### src/rtl/cva6_l2_tlb_2m.sv
// cva6_l2_tlb_2m: set-associative L2 TLB for Sv39 2 MiB megapages.
// Optional VMID tagging: define CVA6_L2TLB_VMID_EN.
`timescale 1ns/1ps
module cva6_l2_tlb_2m #(
  parameter int NR_ENTRIES = 32,
  parameter int ASSOC      = 4,
  parameter int ASID_WIDTH = 16,
  parameter int VMID_WIDTH = 14,
  parameter int PPN_WIDTH  = 44
) (
  input  logic                  clk_i,
  input  logic                  rst_ni,
  input  logic                  flush_i,
  input  logic                  flush_asid_valid_i,
  input  logic [ASID_WIDTH-1:0] flush_asid_i,
  input  logic                  lookup_valid_i,
  output logic                  lookup_ready_o,
  input  logic [26:0]           lookup_vpn_i,
  input  logic [ASID_WIDTH-1:0] lookup_asid_i,
  input  logic [VMID_WIDTH-1:0] lookup_vmid_i,
  output logic                  hit_valid_o,
  output logic                  hit_o,
  output logic [PPN_WIDTH-10:0] hit_ppn_o,
  output logic [7:0]            hit_flags_o,
  input  logic                  refill_valid_i,
  input  logic [26:0]           refill_vpn_i,
  input  logic [ASID_WIDTH-1:0] refill_asid_i,
  input  logic [VMID_WIDTH-1:0] refill_vmid_i,
  input  logic [PPN_WIDTH-10:0] refill_ppn_i,
  input  logic [7:0]            refill_flags_i
);

  localparam int SETS = NR_ENTRIES / ASSOC;
  localparam int IW   = $clog2(SETS);
  localparam int WW   = (ASSOC > 1) ? $clog2(ASSOC) : 1;
  localparam int TW   = 27 - 9 - IW;
  localparam int PW   = PPN_WIDTH - 9;

  typedef enum logic {S_IDLE, S_FLUSH} state_e;

  state_e state_q, state_d;
  logic [IW-1:0] fl_cnt_q, fl_cnt_d;
  logic fl_asid_vld_q;
  logic [ASID_WIDTH-1:0] fl_asid_q;

  logic [ASSOC-1:0] vld_q [SETS];
  logic [WW-1:0] rr_q [SETS];
  logic [TW-1:0] tag_q [SETS][ASSOC];
  logic [ASID_WIDTH-1:0] asid_q [SETS][ASSOC];
  logic [PW-1:0] ppn_q [SETS][ASSOC];
  logic [7:0] flg_q [SETS][ASSOC];

  logic req_vld_q;
  logic [IW-1:0] req_idx_q;
  logic [TW-1:0] req_tag_q;
  logic [ASID_WIDTH-1:0] req_asid_q;

  logic lk_acc;
  logic lk_hit;
  logic [PW-1:0] lk_ppn;
  logic [7:0] lk_flg;

  logic [IW-1:0] rf_idx;
  logic [TW-1:0] rf_tag;
  logic rf_we, rf_hit, rf_free, rf_adv;
  logic [WW-1:0] rf_hway, rf_fway, rf_way, rr_nxt;

  logic [ASSOC-1:0] lk_vm, rf_vm, fl_vm;

`ifdef CVA6_L2TLB_VMID_EN
  logic [VMID_WIDTH-1:0] vmid_q [SETS][ASSOC];
  logic [VMID_WIDTH-1:0] req_vmid_q;
  logic [VMID_WIDTH-1:0] fl_vmid_q;
  logic unused_bits;
  assign unused_bits = ^{lookup_vpn_i[8:0], refill_vpn_i[8:0]};
`else
  logic unused_bits;
  assign unused_bits = ^{lookup_vpn_i[8:0], refill_vpn_i[8:0],
                         lookup_vmid_i, refill_vmid_i};
`endif

  assign lookup_ready_o = (state_q == S_IDLE) & ~flush_i & ~refill_valid_i;
  assign lk_acc = lookup_valid_i & lookup_ready_o;

  assign rf_idx = refill_vpn_i[9 +: IW];
  assign rf_tag = refill_vpn_i[26 -: TW];
  assign rf_we  = refill_valid_i & (state_q == S_IDLE) & ~flush_i;
  assign rf_adv = rf_we & ~rf_hit & ~rf_free;
  assign rr_nxt = (rr_q[rf_idx] == WW'(ASSOC-1)) ? '0 : rr_q[rf_idx] + 1'b1;

  // Per-way VMID agreement; all-ones when VMID tagging is off
  always_comb begin
    lk_vm = '1;
    rf_vm = '1;
    fl_vm = '1;
`ifdef CVA6_L2TLB_VMID_EN
    for (int w = 0; w < ASSOC; w++) begin
      lk_vm[w] = vmid_q[req_idx_q][w] == req_vmid_q;
      rf_vm[w] = vmid_q[rf_idx][w] == refill_vmid_i;
      fl_vm[w] = vmid_q[fl_cnt_q][w] == fl_vmid_q;
    end
`endif
  end

  // Tag compare for the registered lookup; lowest matching way wins
  always_comb begin
    lk_hit = 1'b0;
    lk_ppn = '0;
    lk_flg = '0;
    for (int w = ASSOC-1; w >= 0; w--) begin
      if (vld_q[req_idx_q][w] &&
          tag_q[req_idx_q][w] == req_tag_q &&
          (flg_q[req_idx_q][w][5] ||
           asid_q[req_idx_q][w] == req_asid_q) &&
          lk_vm[w]) begin
        lk_hit = 1'b1;
        lk_ppn = ppn_q[req_idx_q][w];
        lk_flg = flg_q[req_idx_q][w];
      end
    end
  end

  // Refill way: existing match, else lowest free way, else round-robin
  always_comb begin
    rf_hit  = 1'b0;
    rf_hway = '0;
    rf_free = 1'b0;
    rf_fway = '0;
    for (int w = ASSOC-1; w >= 0; w--) begin
      if (vld_q[rf_idx][w] &&
          tag_q[rf_idx][w] == rf_tag &&
          (flg_q[rf_idx][w][5] ||
           asid_q[rf_idx][w] == refill_asid_i) &&
          rf_vm[w]) begin
        rf_hit  = 1'b1;
        rf_hway = WW'(w);
      end
      if (!vld_q[rf_idx][w]) begin
        rf_free = 1'b1;
        rf_fway = WW'(w);
      end
    end
    rf_way = rf_hit ? rf_hway : (rf_free ? rf_fway : rr_q[rf_idx]);
  end

  // Flush sequencer next state
  always_comb begin
    state_d  = state_q;
    fl_cnt_d = fl_cnt_q;
    unique case (state_q)
      S_IDLE: begin
        if (flush_i) begin
          state_d  = S_FLUSH;
          fl_cnt_d = '0;
        end
      end
      S_FLUSH: begin
        fl_cnt_d = fl_cnt_q + 1'b1;
        if (fl_cnt_q == IW'(SETS-1)) state_d = S_IDLE;
      end
      default: state_d = S_IDLE;
    endcase
  end

  // Flush state register and latched flush qualifiers
  always_ff @(posedge clk_i or negedge rst_ni) begin
    if (!rst_ni) begin
      state_q       <= S_IDLE;
      fl_cnt_q      <= '0;
      fl_asid_vld_q <= 1'b0;
      fl_asid_q     <= '0;
`ifdef CVA6_L2TLB_VMID_EN
      fl_vmid_q     <= '0;
`endif
    end else begin
      state_q  <= state_d;
      fl_cnt_q <= fl_cnt_d;
      if (state_q == S_IDLE && flush_i) begin
        fl_asid_vld_q <= flush_asid_valid_i;
        fl_asid_q     <= flush_asid_i;
`ifdef CVA6_L2TLB_VMID_EN
        fl_vmid_q     <= lookup_vmid_i;
`endif
      end
    end
  end

  // Valid bits and replacement pointers: flush walk or refill
  always_ff @(posedge clk_i or negedge rst_ni) begin
    if (!rst_ni) begin
      for (int s = 0; s < SETS; s++) begin
        vld_q[s] <= '0;
        rr_q[s]  <= '0;
      end
    end else if (state_q == S_FLUSH) begin
      if (!fl_asid_vld_q) begin
        vld_q[fl_cnt_q] <= '0;
        rr_q[fl_cnt_q]  <= '0;
      end else begin
        for (int w = 0; w < ASSOC; w++) begin
          if (vld_q[fl_cnt_q][w] && !flg_q[fl_cnt_q][w][5] &&
              asid_q[fl_cnt_q][w] == fl_asid_q && fl_vm[w])
            vld_q[fl_cnt_q][w] <= 1'b0;
        end
      end
    end else if (rf_we) begin
      vld_q[rf_idx][rf_way] <= 1'b1;
      if (rf_adv) rr_q[rf_idx] <= rr_nxt;
    end
  end

  // Entry payload storage; meaningless until the valid bit is set
  always_ff @(posedge clk_i) begin
    if (rf_we) begin
      tag_q[rf_idx][rf_way]  <= rf_tag;
      asid_q[rf_idx][rf_way] <= refill_asid_i;
      ppn_q[rf_idx][rf_way]  <= refill_ppn_i;
      flg_q[rf_idx][rf_way]  <= refill_flags_i;
`ifdef CVA6_L2TLB_VMID_EN
      vmid_q[rf_idx][rf_way] <= refill_vmid_i;
`endif
    end
  end

  // Capture accepted lookup request
  always_ff @(posedge clk_i or negedge rst_ni) begin
    if (!rst_ni) begin
      req_vld_q  <= 1'b0;
      req_idx_q  <= '0;
      req_tag_q  <= '0;
      req_asid_q <= '0;
`ifdef CVA6_L2TLB_VMID_EN
      req_vmid_q <= '0;
`endif
    end else begin
      req_vld_q <= lk_acc;
      if (lk_acc) begin
        req_idx_q  <= lookup_vpn_i[9 +: IW];
        req_tag_q  <= lookup_vpn_i[26 -: TW];
        req_asid_q <= lookup_asid_i;
`ifdef CVA6_L2TLB_VMID_EN
        req_vmid_q <= lookup_vmid_i;
`endif
      end
    end
  end

  // Register the lookup response; payload zeroed on miss
  always_ff @(posedge clk_i or negedge rst_ni) begin
    if (!rst_ni) begin
      hit_valid_o <= 1'b0;
      hit_o       <= 1'b0;
      hit_ppn_o   <= '0;
      hit_flags_o <= '0;
    end else begin
      hit_valid_o <= req_vld_q;
      hit_o       <= req_vld_q & lk_hit;
      hit_ppn_o   <= (req_vld_q & lk_hit) ? lk_ppn : '0;
      hit_flags_o <= (req_vld_q & lk_hit) ? lk_flg : '0;
    end
  end

endmodule
### config.mk
export PLATFORM = sky130hd
export DESIGN_NAME = cva6_l2_tlb_2m
export DESIGN_NICKNAME = d
export VERILOG_FILES = /design/src/rtl/cva6_l2_tlb_2m.sv
export SDC_FILE = /design/constraint.sdc
export NUM_CORES = 2
export LEC_CHECK = 0
export ABC_AREA = 0
export BUFFER_PORTS_ARGS = -buffer_cell sky130_fd_sc_hd__buf_2
export CORE_MARGIN = 3
export CORE_UTILIZATION = 38
export DETAILED_ROUTE_END_ITERATION = 8
export PLACE_DENSITY_LB_ADDON = 0.08
export SLEW_MARGIN = 20
export SYNTH_ARGS = -nofsm -noshare
export SYNTH_HDL_FRONTEND = slang
export SYNTH_SLANG_ARGS = --single-unit
### constraint.sdc
create_clock -name clk_i -period 7.7 [get_ports clk_i]
set_input_delay 1.54 -clock clk_i [delete_from_list [all_inputs] [get_ports clk_i]]
set_output_delay 1.54 -clock clk_i [all_outputs]
set_load 0.01 [all_outputs]
==> impl_metrics.env <==
export IMPL_hp_class="reg2reg"
export IMPL_setup_viol=0
export IMPL_synth_seq_cells=2517
export IMPL_p_leak_nw=42.1
export IMPL_row_count=198
export IMPL_r2r_slack_ps=1200
export IMPL_cp_slowest_cell="dfrtp_4"
export IMPL_dieHeight_um=547
export IMPL_crit_top_cell="buf_12"
export IMPL_core_region_area_um2=291000
export IMPL_setup_worst_path_class="reg2reg"
export IMPL_die_area_um2=300000
export IMPL_async_reset_ff_share_pct=5.92
export IMPL_die_x_um=547
export IMPL_grt_ovfl_total=0
export IMPL_max_freq_mhz=154
export IMPL_vias=63900
export IMPL_start_util_pct=38.2
export IMPL_dp_cells=10000
export IMPL_synth_warnings=0
export IMPL_cp_required_ps=8360
export IMPL_synthTopCellsByArea="edfxtp_1 (64%), mux4_2 (15%), mux2i_1 (5.3%)"
export IMPL_tritoncts="done"
export IMPL_htree_levels=5
export IMPL_clk_pin_slew_ps=60
export IMPL_rsz0062_at_grt="no"
export IMPL_ys_flop_type="edfxtp_1"
export IMPL_ys_seq_area_share_pct=67.2
export IMPL_totalWireLength_um=376000
export IMPL_cp_cell_sequence="buf_12 > and2_1 > a221oi_1 > xor2_1 > nor4_1 > nand4_1 > nand2b_4 > inv_1 > o41ai_4 > buf_12 > a21oi_1"
export IMPL_critPathArrivalTime_ps=7160
export IMPL_io_buffers=178
export IMPL_syn_num_nets=6181
export IMPL_slew_violations=0
export IMPL_grt_pass1_wl_um=525000
export IMPL_hold_buffers=0
export IMPL_slew_headroom_pct=19.3
export IMPL_skew_ps=65.9
export IMPL_maxCapViolations=0
export IMPL_path_buf_inv=3
export IMPL_grt_max_degree=95
export IMPL_postLayoutCellArea_um2=130000
export IMPL_viasPerCell=6.05
export IMPL_p_per_area_nw_per_um2=321
export IMPL_avgSynthCellArea_um2=18.6
export IMPL_setup_tns_ps=0
export IMPL_drt_initial_drc_count=7236
export IMPL_syn_inst=6000
export IMPL_area_growth_pct=16.4
export IMPL_drive_above_1_share_pct=28.7
export IMPL_placed_area_um2=120000
export IMPL_peakVddDrop_mv=0.226
export IMPL_synth_edf_count=2368
export IMPL_cts_resized=0
export IMPL_cts_root_buffer="clkbuf_16"
export IMPL_cpLargestDelayFamily="simple AND/OR/NAND/NOR gates"
export IMPL_postCtsSetupBuffers=0
export IMPL_synth_top_cell_area_share_pct=63.8
export IMPL_crit_path_end_kind="flop"
export IMPL_grt_total_usage_pct=24.6
export IMPL_wl_per_cell_um=35.6
export IMPL_finalNonFillerCells=10600
export IMPL_final_min_clock_period_ps=6500
export IMPL_cts_sinks=2517
export IMPL_fillers=25200
export IMPL_nNetsFinal=6595
export IMPL_outcome="completed"
export IMPL_worst_slack_ps=1200
export IMPL_register_area_um2=74900
export IMPL_antenna_left=0
export IMPL_drc=0
export IMPL_place_hpwl_um=232000
export IMPL_numCtsBuffers=290
export IMPL_drt_pass1_iterations=6
export IMPL_multi_input_area_um2=34900
export IMPL_crit_fanout=44
export IMPL_cp_start_kind="flop"
export IMPL_worst_slew_pin_slew_ps=1210
export IMPL_clockBufferDepth=4
export IMPL_period_share_pct=84.4
export IMPL_syn_area_um2=111000
export IMPL_antenna_found_initial=26
export IMPL_gp_congestion=0.890
export IMPL_io_pins=225
export IMPL_synth_area_leader_cell="edfxtp_1"
export IMPL_clock_latency_ps=920
export IMPL_hold_viol=0
export IMPL_grt_pass1_vias=65600
export IMPL_synth_cell_types=73
export IMPL_cpPeakStageDelay_ps=970
export IMPL_dp_slack_ps=891
==> final cells by class <==
type | instances | area share [%]
Clock inverter | 134 | 0.926
Timing Repair Buffer | 567 | 4.41
Sequential cell | 2517 | 57.8
Multi-Input combinational cell | 3021 | 26.9
Clock buffer | 387 | 6.16
Tap cell | 3900 | 3.77
Inverter | 17 | 0.0512
Antenna cell | 14 | 0.0270
==> registers in the layout, indices dropped and copies added, names as in the netlist <==
name,flops
req_vld_q,1
rr_q,16
ppn_q,1120
hit_valid_o,1
fl_asid_q,16
hit_ppn_o,35
hit_flags_o,8
tag_q,480
vld_q,32
req_asid_q,16
req_tag_q,15
fl_asid_vld_q,1
flg_q,256
hit_o,1
state_q,1
asid_q,512
req_idx_q,3
fl_cnt_q,3
==> per-layer routing <==
| metal | up-vias | GRT usage, % | part of all wire [%] |
|---|---|---|---|
| met1 | 34500 | 34.6 | 42 |
| met5 | - | 0 | 0.0061 |
| met4 | 4 | 8.00 | 3.5 |
| li1 | 25900 | - | - |
| met3 | 649 | 3.57 | 6.8 |
| met2 | 2766 | 39.7 | 47 |
==> power breakdown <==
group	switching [mW]	internal (mW)	total, mW	leakage [nW]
Combinational	6.81	5.08	11.9	14.4
Clock	5.61	7.83	13.4	4.48
Sequential	1.02	15.2	16.3	23.2
==> cell usage after synthesis (10+ instances only) <==
cell      number
nor4_1        36
dfrtp_1      149
a31oi_1       16
a211oi_1      45
o21ai_1       13
nor2_1       106
and2_1        11
a22o_1        22
a222oi_1      10
clkbuf_1     192
edfxtp_1    2368
buf_1        103
nor2b_1       21
nor3_1        54
a221o_1       61
o21ai_0       90
nand3_1       20
and3_1        41
inv_1         13
o22ai_1       28
xor2_1       131
a21oi_1      102
xnor2_1      153
a22oi_1      210
a221oi_1      67
o22a_1        18
buf_4         26
nand2_1      164
mux4_2       745
buf_2        116
nand4_1       56
mux2_2       108
mux2i_1      587
==> layout by cell type (no fill, tap or decap), types with 33 or more instances in the layout <==
cell / n
a211oi_1: 45
mux2_2: 108
and3_1: 37
nand4_1: 56
a22oi_1: 210
clkbuf_1: 69
o21ai_0: 89
nor4_1: 33
buf_4: 240
a21oi_1: 102
nor2_1: 84
edfxtp_1: 2368
xor2_1: 131
mux2i_1: 587
clkinv_1: 46
a221oi_1: 67
buf_12: 149
nand2_1: 164
clkbuf_16: 297
buf_2: 174
xnor2_1: 153
clkinv_2: 42
mux4_2: 745
nor3_1: 50
a221o_1: 61
dfrtp_1: 143
==> worst paths after layout <==
kind | start | endpoint | cells past startpoint
max in group asynchronous | rst_ni | req_idx_q[0]$_DFFE_PN0P_ | 2
min in group asynchronous | rst_ni | req_tag_q[3]$_DFFE_PN0P_ | 1
min | rr_q[9]$_DFFE_PN0P_ | rr_q[9]$_DFFE_PN0P_ | 1
min reg2reg | rr_q[9]$_DFFE_PN0P_ | rr_q[9]$_DFFE_PN0P_ | 1
max | req_idx_q[0]$_DFFE_PN0P_ | hit_flags_o[5]$_DFF_PN0_ | 11
max reg2reg | req_idx_q[0]$_DFFE_PN0P_ | hit_flags_o[5]$_DFF_PN0_ | 11
==> kinds of logic (layout without fill, tap and decap cells) <==
group	count (synthesis)	after routing	share of synthesized area (%)
and+or+nand+nor	565	565	2.55
DFF	2517	2517	67.2
AOI/OAI and AO/OA	729	729	4.74
buffers and inverters	462	1105	1.82
other	0	14	0
xor gates and xnor gates	284	284	2.23
adders and majority gates	2	2	0.0225
muxes	1441	1441	21.4
==> stage by stage <==
step           power (mW)  hold slack [ps]  util (%)
2_1_floorplan        23.9              371         -
3_3_place_gp         28.4              494      41.3
3_5_place_dp         28.4              499      41.3
4_1_cts              42.0              516      44.5
5_1_grt              43.1              538      44.5
6_report             41.6              526      44.5
Power figures use the tool's default switching activity.
